==> config.mk <==
export PLATFORM = sky130hd
export DESIGN_NAME = rr_arb_mux
export DESIGN_NICKNAME = d
export VERILOG_FILES = /design/src/rtl/rr_arb_mux_pkg.sv /design/src/rtl/rr_arbiter.sv /design/src/rtl/rr_arb_mux.sv
export SDC_FILE = /design/constraint.sdc
export NUM_CORES = 1
export LEC_CHECK = 0
export CAP_MARGIN = 20
export CORE_AREA = 3 3 237 239
export CTS_CLUSTER_DIAMETER = 30
export DETAILED_ROUTE_END_ITERATION = 10
export DIE_AREA = 0 0 240 242
export DONT_BUFFER_PORTS = 1
export PLACE_DENSITY = 0.37
export SKIP_CTS_REPAIR_TIMING = 1
export SLEW_MARGIN = 5
export SYNTH_ARGS = -nofsm -noshare
export SYNTH_HDL_FRONTEND = slang
export SYNTH_SLANG_ARGS = --single-unit
export TNS_END_PERCENT = 20
==> constraint.sdc <==
create_clock -name clk -period 11.81 [get_ports clk]
set_input_delay 1.181 -clock clk [delete_from_list [all_inputs] [get_ports clk]]
set_output_delay 1.181 -clock clk [all_outputs]
set_load 0.02 [all_outputs]
==> src/rtl/rr_arb_mux_pkg.sv <==
// rr_arb_mux_pkg
// Shared definitions for the round-robin arbitrating stream multiplexer:
//   - state_e : packet-lock FSM states (ST_IDLE, ST_LOCKED)
//   - MIN_N / MAX_N : legal range of the channel count parameter N
package rr_arb_mux_pkg;

    typedef enum logic [0:0] {
        ST_IDLE   = 1'b0,
        ST_LOCKED = 1'b1
    } state_e;

    localparam int MIN_N = 2;
    localparam int MAX_N = 32;

endpackage

==> src/rtl/rr_arbiter.sv <==
// rr_arbiter
// Purely combinational round-robin priority search. Returns the first
// requesting channel at or above ptr_i, wrapping from N-1 back to 0.
// Ports:
//   req_i         in  N      request vector (one bit per channel)
//   ptr_i         in  SEL_W  channel with highest priority this cycle
//   en_i          in  1      0 forces "no grant"
//   grant_o       out SEL_W  granted channel index (0 when no grant)
//   grant_valid_o out 1      a grant was found
module rr_arbiter #(
    parameter int N     = 8,
    parameter int SEL_W = $clog2(N)
) (
    input  logic [N-1:0]     req_i,
    input  logic [SEL_W-1:0] ptr_i,
    input  logic             en_i,
    output logic [SEL_W-1:0] grant_o,
    output logic             grant_valid_o
);

    localparam logic [SEL_W:0] N_W = (SEL_W+1)'(N);

    // Two copies of the request vector side by side let the search run
    // linearly from ptr_i without explicit wrap handling; an index past
    // N-1 folds back by subtracting N.
    logic [2*N-1:0] req_dbl;
    logic [SEL_W:0] idx;

    assign req_dbl = {req_i, req_i};

    always_comb begin
        grant_o       = '0;
        grant_valid_o = 1'b0;
        idx           = '0;
        // Descending loop: the lowest offset from ptr_i is written last
        // and therefore wins.
        for (int i = N - 1; i >= 0; i--) begin
            idx = {1'b0, ptr_i} + (SEL_W+1)'(i);
            if (en_i && req_dbl[idx]) begin
                grant_valid_o = 1'b1;
                grant_o       = (idx >= N_W) ? SEL_W'(idx - N_W) : SEL_W'(idx);
            end
        end
    end

endmodule

==> src/rtl/rr_arb_mux.sv <==
// rr_arb_mux
// N-input, WIDTH-bit valid/ready stream multiplexer with round-robin
// arbitration, a forced-select mode reproducing static select lines, and a
// registered output stage (one cycle of latency).
//
// Handshake: a beat moves on any port when valid && ready are both high at
// a rising clock edge. in_ready is combinational: only the granted channel
// sees ready, and only when the output register is empty or being drained
// (load = !out_valid || out_ready). Once out_valid is high, out_data,
// out_last and out_src stay stable until out_ready accepts the beat.
//
// Build option RR_ARB_MUX_PKT_LOCK_EN: when defined, an IDLE/LOCKED FSM keeps
// the grant on one channel from its first beat until its in_last beat, and
// the round-robin pointer only advances at packet end. When undefined,
// arbitration is per beat and in_last is only forwarded to out_last.
//
// Ports:
//   clk, rst            clock, asynchronous active-high reset
//   in_data/valid/last  per-channel input stream (in_data unpacked [N-1:0])
//   in_ready            per-channel ready (combinational, 0 during reset)
//   force_en, force_sel static select mode and its channel
//   out_data/valid/last registered output beat
//   out_src             channel that supplied the current output beat
//   out_ready           consumer ready
module rr_arb_mux
    import rr_arb_mux_pkg::*;
#(
    parameter int WIDTH = 64,
    parameter int N     = 8,
    parameter int SEL_W = $clog2(N)
) (
    input  logic             clk,
    input  logic             rst,
    input  logic [WIDTH-1:0] in_data [N-1:0],
    input  logic [N-1:0]     in_valid,
    input  logic [N-1:0]     in_last,
    output logic [N-1:0]     in_ready,
    input  logic             force_en,
    input  logic [SEL_W-1:0] force_sel,
    output logic [WIDTH-1:0] out_data,
    output logic             out_valid,
    output logic             out_last,
    output logic [SEL_W-1:0] out_src,
    input  logic             out_ready
);

    if (N < MIN_N || N > MAX_N) begin : g_bad_n
        $error("rr_arb_mux: N must lie in 2..32");
    end

    logic [WIDTH-1:0] out_data_q;
    logic             out_valid_q;
    logic             out_last_q;
    logic [SEL_W-1:0] out_src_q;
    logic [SEL_W-1:0] ptr_q, ptr_d;

    logic             load;
    logic             xfer;
    logic             locked;
    logic [SEL_W-1:0] lock_ch;
    logic             beat_forced;
    logic             ends_arb;
    logic             force_ok;
    logic [SEL_W-1:0] arb_grant;
    logic             arb_valid;
    logic [SEL_W-1:0] grant;
    logic             grant_valid;

`ifdef RR_ARB_MUX_PKT_LOCK_EN
    state_e           state_q;
    logic [SEL_W-1:0] lock_ch_q;
    logic             lock_forced_q;

    assign locked  = (state_q == ST_LOCKED);
    assign lock_ch = lock_ch_q;
    // force_en/force_sel changes are ignored mid-packet, so the packet's
    // own mode decides whether its last beat may move the pointer.
    assign beat_forced = locked ? lock_forced_q : force_en;
    assign ends_arb    = in_last[grant];

    always_ff @(posedge clk or posedge rst) begin
        if (rst) begin
            state_q       <= ST_IDLE;
            lock_ch_q     <= '0;
            lock_forced_q <= 1'b0;
        end else if (xfer) begin
            case (state_q)
                ST_IDLE: begin
                    if (!in_last[grant]) begin
                        state_q       <= ST_LOCKED;
                        lock_ch_q     <= grant;
                        lock_forced_q <= force_en;
                    end
                end
                ST_LOCKED: begin
                    if (in_last[grant]) begin
                        state_q <= ST_IDLE;
                    end
                end
                default: state_q <= ST_IDLE;
            endcase
        end
    end
`else
    assign locked      = 1'b0;
    assign lock_ch     = '0;
    assign beat_forced = force_en;
    assign ends_arb    = 1'b1;
`endif

    rr_arbiter #(
        .N     (N),
        .SEL_W (SEL_W)
    ) u_arb (
        .req_i         (in_valid),
        .ptr_i         (ptr_q),
        .en_i          (!locked && !force_en),
        .grant_o       (arb_grant),
        .grant_valid_o (arb_valid)
    );

    // force_sel values >= N select nothing (reachable when N is not a
    // power of two).
    assign force_ok = (int'(force_sel) < N) && in_valid[force_sel];

    always_comb begin
        grant       = arb_grant;
        grant_valid = arb_valid;
        if (locked) begin
            grant       = lock_ch;
            grant_valid = in_valid[lock_ch];
        end else if (force_en) begin
            grant       = force_sel;
            grant_valid = force_ok;
        end
    end

    assign load = !out_valid_q || out_ready;
    assign xfer = load && grant_valid && !rst;

    always_comb begin
        in_ready = '0;
        if (xfer) begin
            in_ready[grant] = 1'b1;
        end
    end

    always_comb begin
        ptr_d = ptr_q;
        if (xfer && ends_arb && !beat_forced) begin
            ptr_d = (grant == SEL_W'(N - 1)) ? '0 : grant + 1'b1;
        end
    end

    always_ff @(posedge clk or posedge rst) begin
        if (rst) begin
            out_data_q  <= '0;
            out_valid_q <= 1'b0;
            out_last_q  <= 1'b0;
            out_src_q   <= '0;
            ptr_q       <= '0;
        end else begin
            ptr_q <= ptr_d;
            // With load high the register either takes a new beat or
            // empties; without load it holds the stalled beat.
            if (load) begin
                out_valid_q <= xfer;
                if (xfer) begin
                    out_data_q <= in_data[grant];
                    out_last_q <= in_last[grant];
                    out_src_q  <= grant;
                end
            end
        end
    end

    assign out_data  = out_data_q;
    assign out_valid = out_valid_q;
    assign out_last  = out_last_q;
    assign out_src   = out_src_q;

endmodule

; Word level (Yosys, flattened, before mapping)
; Cells that the tools add are included.
; W data, S select, Z words.
[classes]
n_addsub = 16
order_cmp = 19
n_eq_ne = 1
n_mux = 52
n_reduce_logical = 17
[op_table]
columns = op, n
row1 = $bmux W64 S3, 1
row2 = $mux W64, 1
row3 = $mux W3, 18
row4 = $lt A4 B5 Y1 const B, 7
row5 = $bmux W1 S4, 7
row6 = $ge A4 B4 Y1 const B, 7
row7 = $sub A3 B1 Y3 const B, 8
row8 = $mux W1, 20
row9 = $add A3 B3 Y4 const B, 4
row10 = $logic_and A1 B1 Y1, 12
row11 = $bmux W1 S3, 3
row12 = $add A3 B2 Y4 const B, 2
row13 = $lt A3 B4 Y1 const B, 2
row14 = $mux W8, 1
row15 = $lt A3 B5 Y1 const B, 1
row16 = $add A3 B1 Y4 const B, 1
row17 = $ge A3 B4 Y1 const B, 1
row18 = $add A3 B1 Y3 const B, 1
row19 = $demux W1 S3, 1
row20 = $eq A3 B3 Y1 const B, 1
row21 = $ge A3 B1 Y1 const B, 1
row22 = $logic_not A1 Y1, 3
row23 = $reduce_and A2 Y1, 1
row24 = $logic_or A1 B1 Y1, 1
[word_totals]
register_bits = 72
input_bits = 535
out_inout_bits = 77
word_cells = 110

; Depth between registers and ports, before layout
[depth]
ltp_word = 18
depth_mapped = 16
depth_no_buf = 10

; By module
; Synthesis repeated with hierarchy kept, for this count alone.
[hier_totals]
cells_unflattened = 911
area_unflattened_um2 = 7976.4
[modules_own_cells]
columns = module, instances, cells_per_inst, area_each_um2, seq_area_each_um2
row1 = rr_arb_mux, 1, 793, 6942.9, 1801.7
row2 = rr_arbiter, 1, 118, 1033.5, 0.0

; Worst setup path after synthesis
; OpenSTA, ideal clock, no wires.
[synth_path]
path_kind = in2out
startpoint = in in_valid[4]
endpoint = out in_ready[0]
arrival_ps = 3826
required_time_ps = 10629
slack_ps = 6803
path_stages = 10
path_buffers = 3
cell_sequence = mux4_2 -> mux2_2 -> or4b_1 -> nand4b_1 -> a21o_1 -> buf_2 -> buf_2 -> buf_2 -> nand2_1 -> nor3_1
[synth_between]
elab_chain_len = 17
elab_cells_between_ends = 52
classes_between = 2 x order compare / 39 x mux / 11 x reduce/logical
[synth_rtl]
columns = item, line
row1 = start: declaration, rr_arb_mux.sv:35  ; input logic [N-1:0] in_valid,
row2 = $bmux W1 S4, rr_arbiter.sv:39  ; if (en_i && req_dbl[idx]) begin
row3 = $mux W1 (implied by the code), rr_arbiter.sv:39
row4 = $logic_and A1 B1 Y1, rr_arbiter.sv:39
row5 = $mux W3 (8 in a row), rr_arbiter.sv:39
row6 = $mux W3, rr_arb_mux.sv:132  ; end else if (force_en) begin
row7 = $lt A3 B4 Y1 (implied by the code) / $ge A3 B1 Y1 (equally long branches), rr_arb_mux.sv:144  ; in_ready[grant] = 1'b1;
row8 = $logic_and A1 B1 Y1 (implied by the code), rr_arb_mux.sv:144
row9 = $mux W1 (implied by the code), rr_arb_mux.sv:144
row10 = $demux W1 S3, rr_arb_mux.sv:144
row11 = $mux W8 *, rr_arb_mux.sv:143  ; if (xfer) begin
row12 = end: declaration, rr_arb_mux.sv:37  ; output logic [N-1:0] in_ready,
; Mark *: on every way between the ends. The rest lies on a longest branch, timed or not. The select of a mux whose other input is x is not followed.

; Worst setup path after layout
[layout_path]
startpoint = reg ptr_q[1]
endpoint = out in_ready[2]
[layout_between]
elab_chain_len = 18
elab_cells_between_ends = 81
classes_between = 15 x add/sub / 10 x order compare / 45 x mux / 11 x reduce/logical
[layout_rtl]
columns = item, line
row1 = start: declaration, rr_arb_mux.sv:55  ; logic [SEL_W-1:0] ptr_q, ptr_d;
row2 = start signal: assignment, rr_arb_mux.sv:163  ; ptr_q <= ptr_d;
row3 = $add A3 B3 Y4, rr_arbiter.sv:38  ; idx = {1'b0, ptr_i} + (SEL_W+1)'(i);
row4 = $bmux W1 S4, rr_arbiter.sv:39
row5 = $mux W1 (implied by the code), rr_arbiter.sv:39
row6 = $logic_and A1 B1 Y1, rr_arbiter.sv:39
row7 = $mux W3 (8 in a row), rr_arbiter.sv:39
row8 = $mux W3, rr_arb_mux.sv:132
row9 = $lt A3 B4 Y1 (implied by the code) / $ge A3 B1 Y1 (equally long branches), rr_arb_mux.sv:144
row10 = $logic_and A1 B1 Y1 (implied by the code), rr_arb_mux.sv:144
row11 = $mux W1 (implied by the code), rr_arb_mux.sv:144
row12 = $demux W1 S3, rr_arb_mux.sv:144
row13 = $mux W8 *, rr_arb_mux.sv:143
; Marks and branches as above.

==> results.rst <==
.. list-table::
   :header-rows: 1

   * - Metric
     - Value
   * - Highest achievable clock rate
     - 158 MHz
   * - # rows
     - 85
   * - Final period utilization
     - 53.6%
   * - Post-DP HPWL
     - 35900 um
   * - Clock Tree Buf Depth
     - 2
   * - Clock-pin slew on the worst setup and hold paths
     - 0.06 ns
   * - Met2 routed WL
     - 24000 um
   * - Count of endpoints failing setup in the final report
     - 0
   * - Chip Height
     - 242 um
   * - Clock skew after layout
     - 0.00760 ns
   * - Worst Hold End
     - out_data[53]$_DFFE_PP0P_
   * - Tightest Pin Transition
     - 1.10 ns
   * - Flip-flop and latch count after synthesis
     - 72
   * - Hold Fails Final Rpt
     - 0
   * - Number of clock sinks
     - 72
   * - Clock latency on the worst-skew pair
     - 0.36 ns
   * - Total buffers and inverters traversed by the critical path
     - 3
   * - Endpoint of the lowest-slack register-to-register path
     - out_data[19]$_DFFE_PP0P_
   * - Core region area
     - 54000 um2
   * - Vias in the first global route
     - 9403
   * - Share of Yosys cell area claimed by the top area cell type
     - 20.4%
   * - RSZ-0062 raised after global routing
     - no
   * - Family with the most delay on the worst path
     - compound AO/OA/AOI/OAI gates
   * - Detailed-route DRC error count
     - 0
   * - Sort of element at the start of the critical path
     - flop
   * - Total negative slack
     - 0 ns
   * - Placed Cells
     - 1675
   * - DRC violation total after the first TritonRoute iteration
     - 671
   * - Cell chain of the critical path
     - inv_1 > ha_1 > mux4_2 > mux2_2 > a2111oi_0 > a41o_4 > inv_1 > nand2b_1 > buf_4 > nor3_1
   * - Most common cell after layout, fill and taps aside
     - sky130_fd_sc_hd__mux2i_1
   * - Wire length per cell
     - 27.4 um
   * - Synth-to-layout area growth
     - 9.46%
   * - Leakage power
     - 3.84 nW
   * - Antenna violations before repair
     - 9
   * - Max-capacitance violation count
     - 0
   * - Worst-path cell with the longest stage delay
     - sky130_fd_sc_hd__a41o_4
   * - Worst-case headroom to the max-slew limit
     - 27.0%
   * - Vias per std cell
     - 5.30
   * - Sequential fraction of the synthesis area
     - 20.4%
   * - Post-layout nets
     - 1529
   * - Syn Std Cell Area
     - 8840 um2
   * - Fill cells
     - 6137
   * - Critical path type
     - flop to primary output
   * - Most frequent cells in the layout
     - 136 x sky130_fd_sc_hd__mux2i_1, 133 x sky130_fd_sc_hd__o21ai_0, 130 x sky130_fd_sc_hd__nand3_1, 91 x sky130_fd_sc_hd__a21oi_1, 72 x sky130_fd_sc_hd__dfrtp_1
   * - Fraction of final layout cells sized beyond drive strength 1
     - 7.83%
   * - Number of logic stages on the critical path including buffering
     - 10
   * - Post-route non-filler standard cell count
     - 1701
   * - Number of cells traversed by the worst hold path
     - 2
   * - Residual overflow from global routing
     - 0
   * - Total routed wirelength
     - 46600 um
   * - Hold WC Path Type
     - flop to flop
   * - Overall die width
     - 240 um
   * - Top-level I/O count
     - 612
   * - Worst reg-to-reg setup slack
     - 6.03 ns
   * - Origin of the critical flop-to-flop path
     - ptr_q[1]$_DFFE_PP0P_
   * - Data arrival time of the critical path
     - 5.15 ns
   * - Cell count after synthesis
     - 1092
   * - First-pass GRT wire length
     - 65600 um
   * - Met1 wire length
     - 17500 um
   * - Total clock buffers created by CTS
     - 9
   * - Highest fanout seen on the critical path
     - 74
   * - Post-synth top flop
     - sky130_fd_sc_hd__dfrtp_1
   * - Number of enable-type register cells in the synthesized netlist
     - 0
   * - Average footprint of a synthesized cell
     - 8.09 um2
   * - Total power per unit cell area
     - 299 nW/um2
   * - Highest metal layer with signal wires
     - met4
   * - Post-synthesis cell type count
     - 56
   * - Most common cell on crit path
     - sky130_fd_sc_hd__inv_1
   * - Cell accounting for the most synthesized area
     - sky130_fd_sc_hd__dfrtp_1
   * - Max incr delay on CP
     - 0.92 ns
   * - Total Routing Usage GR
     - 15.3%
   * - Worst-case vdd ir drop
     - 0.000141 V
   * - Worst r2r path cells
     - 11
   * - Post-synthesis async set-or-reset flop share
     - 100%
   * - Cell types with the largest area share after synthesis
     - sky130_fd_sc_hd__dfrtp_1 20%, sky130_fd_sc_hd__mux2i_1 15%, sky130_fd_sc_hd__o21ai_0 7.5%
   * - Root buf cell
     - sky130_fd_sc_hd__clkbuf_16
   * - Final Slew Violations
     - 0
   * - Post-route antenna net violation count
     - 0
   * - Met3 wire length
     - 3610 um
   * - GP Congestion
     - 0.806
   * - Multi-input gate area in the final layout
     - 6360 um2
   * - H-tree level count
     - 3
   * - Worst-case hold slack
     - 0.651 ns
   * - Die area
     - 58100 um2
   * - Final critical-path required period
     - 6.33 ns
   * - Port buffer count
     - 0
   * - Combined flip-flop and latch cell area
     - 1800 um2
   * - Launch point of the worst hold path
     - out_data[53]$_DFFE_PP0P_
   * - Required time worst endpoint
     - 10.63 ns
   * - Result of the run
     - finished, final reports clean
   * - CTS tree
     - done
   * - TritonRoute pass-1 iters
     - 5
   * - Critical Path Sink Type
     - primary output
   * - Pin count of the biggest net entering global routing
     - 81
   * - Synth warn
     - 0
   * - Initial core utilization
     - 16.4%
   * - Number of nets in the synthesized netlist
     - 1630
   * - Routed via count
     - 9009
## final cells by class
class,instances,share of cell area [%]
multi-input cells,860,65.7
flip-flops and latches,72,18.6
well taps,696,9.00
clock buffers,11,2.51
repair buffers,19,1.68
inverters,29,1.15
clock inverters,5,1.07
diodes,9,0.233
## how the worst max path moves through the flow
| stage | from | endpoint | slack (ns) |
|---|---|---|---|
| 5_1_grt | ptr_q[1]$_DFFE_PP0P_ | in_ready[3] | 5.01 |
| 6_report | ptr_q[1]$_DFFE_PP0P_ | in_ready[2] | 5.48 |
| 3_3_place_gp | ptr_q[1]$_DFFE_PP0P_ | in_ready[0] | 5.83 |
| 2_1_floorplan | in_valid[4] | in_ready[0] | 6.80 |
| 3_5_place_dp | ptr_q[1]$_DFFE_PP0P_ | in_ready[2] | 5.82 |
| 4_1_cts | ptr_q[1]$_DFFE_PP0P_ | in_ready[2] | 5.37 |
## logic make-up (layout without fill, tap and decap cells)
kind of cell             after synthesis  after routing  synth area share (%)
AO/OA/AOI/OAI                        406            406                  31.3
XOR/XNOR                               6              6                 0.594
adder cells (fa/ha/maj)                3              3                 0.425
buffers and inverters                160             64                  8.59
flip-flops                            72             72                  20.4
multiplexers                         181            181                  23.0
other                                  0              9                     0
AND/OR/NAND/NOR                      264            264                  15.7
## stage by stage
step | total power [W] | util [%] | area (um2) | setup WS [ns]
detailed placement | 0.00256 | 17.2 | 9280 | 5.82
floorplan | 0.00206 | - | 8840 | 6.80
finish | 0.00289 | 17.9 | 9680 | 5.48
global placement | 0.00256 | 17.2 | 9280 | 5.83
CTS | 0.00292 | 17.8 | 9630 | 5.37
global route | 0.00311 | 17.9 | 9670 | 5.01
## flip-flops by register name, summed over array words and instances (netlist names)
name       flops
ptr_q          3
out_data      64
out_last       1
out_src        3
out_valid      1
## cell usage after synthesis, drive strengths merged (2+ instances only)
cell type and n:
a2111o 45, a2111oi 2, a211o 24, a21o 25, a21oi 92, and2 47, buf 53, clkbuf 78
dfrtp 72, ha 3, inv 29, mux2 31, mux2i 136, mux4 14, nand2 35, nand2b 4
nand3 132, nand4 22, nor2 14, nor2b 2, nor3 5, o2111ai 42, o211a 3, o211ai 24
o21a 2, o21ai 136, o221ai 3, xnor2 4, xor2 2
## power breakdown
group / internal [W] / switching, W
clock: 0.000212 / 0.000126
sequential: 0.000363 / 0.000294
combinational: 0.000701 / 0.00120
## metal layers
metal	vias up	track usage [%]
met5	-	0
met4	0	6.44
met3	65	4.02
met2	528	27.4
met1	4400	17.0
li1	4016	-
## worst register-to-register path, cell delays in order (launching register included)
cell	delay (ns)
sky130_fd_sc_hd__dfrtp_1	0.73
sky130_fd_sc_hd__inv_1	0.24
sky130_fd_sc_hd__ha_1	0.53
sky130_fd_sc_hd__mux4_2	0.42
sky130_fd_sc_hd__mux2i_1	0.49
sky130_fd_sc_hd__o221ai_1	0.24
sky130_fd_sc_hd__a2111o_1	0.49
sky130_fd_sc_hd__o21ai_4	0.50
sky130_fd_sc_hd__buf_4	0.81
sky130_fd_sc_hd__mux2i_1	0.64
sky130_fd_sc_hd__mux2i_1	0.16
sky130_fd_sc_hd__a2111o_1	0.43
Power figures use the tool's default switching activity.
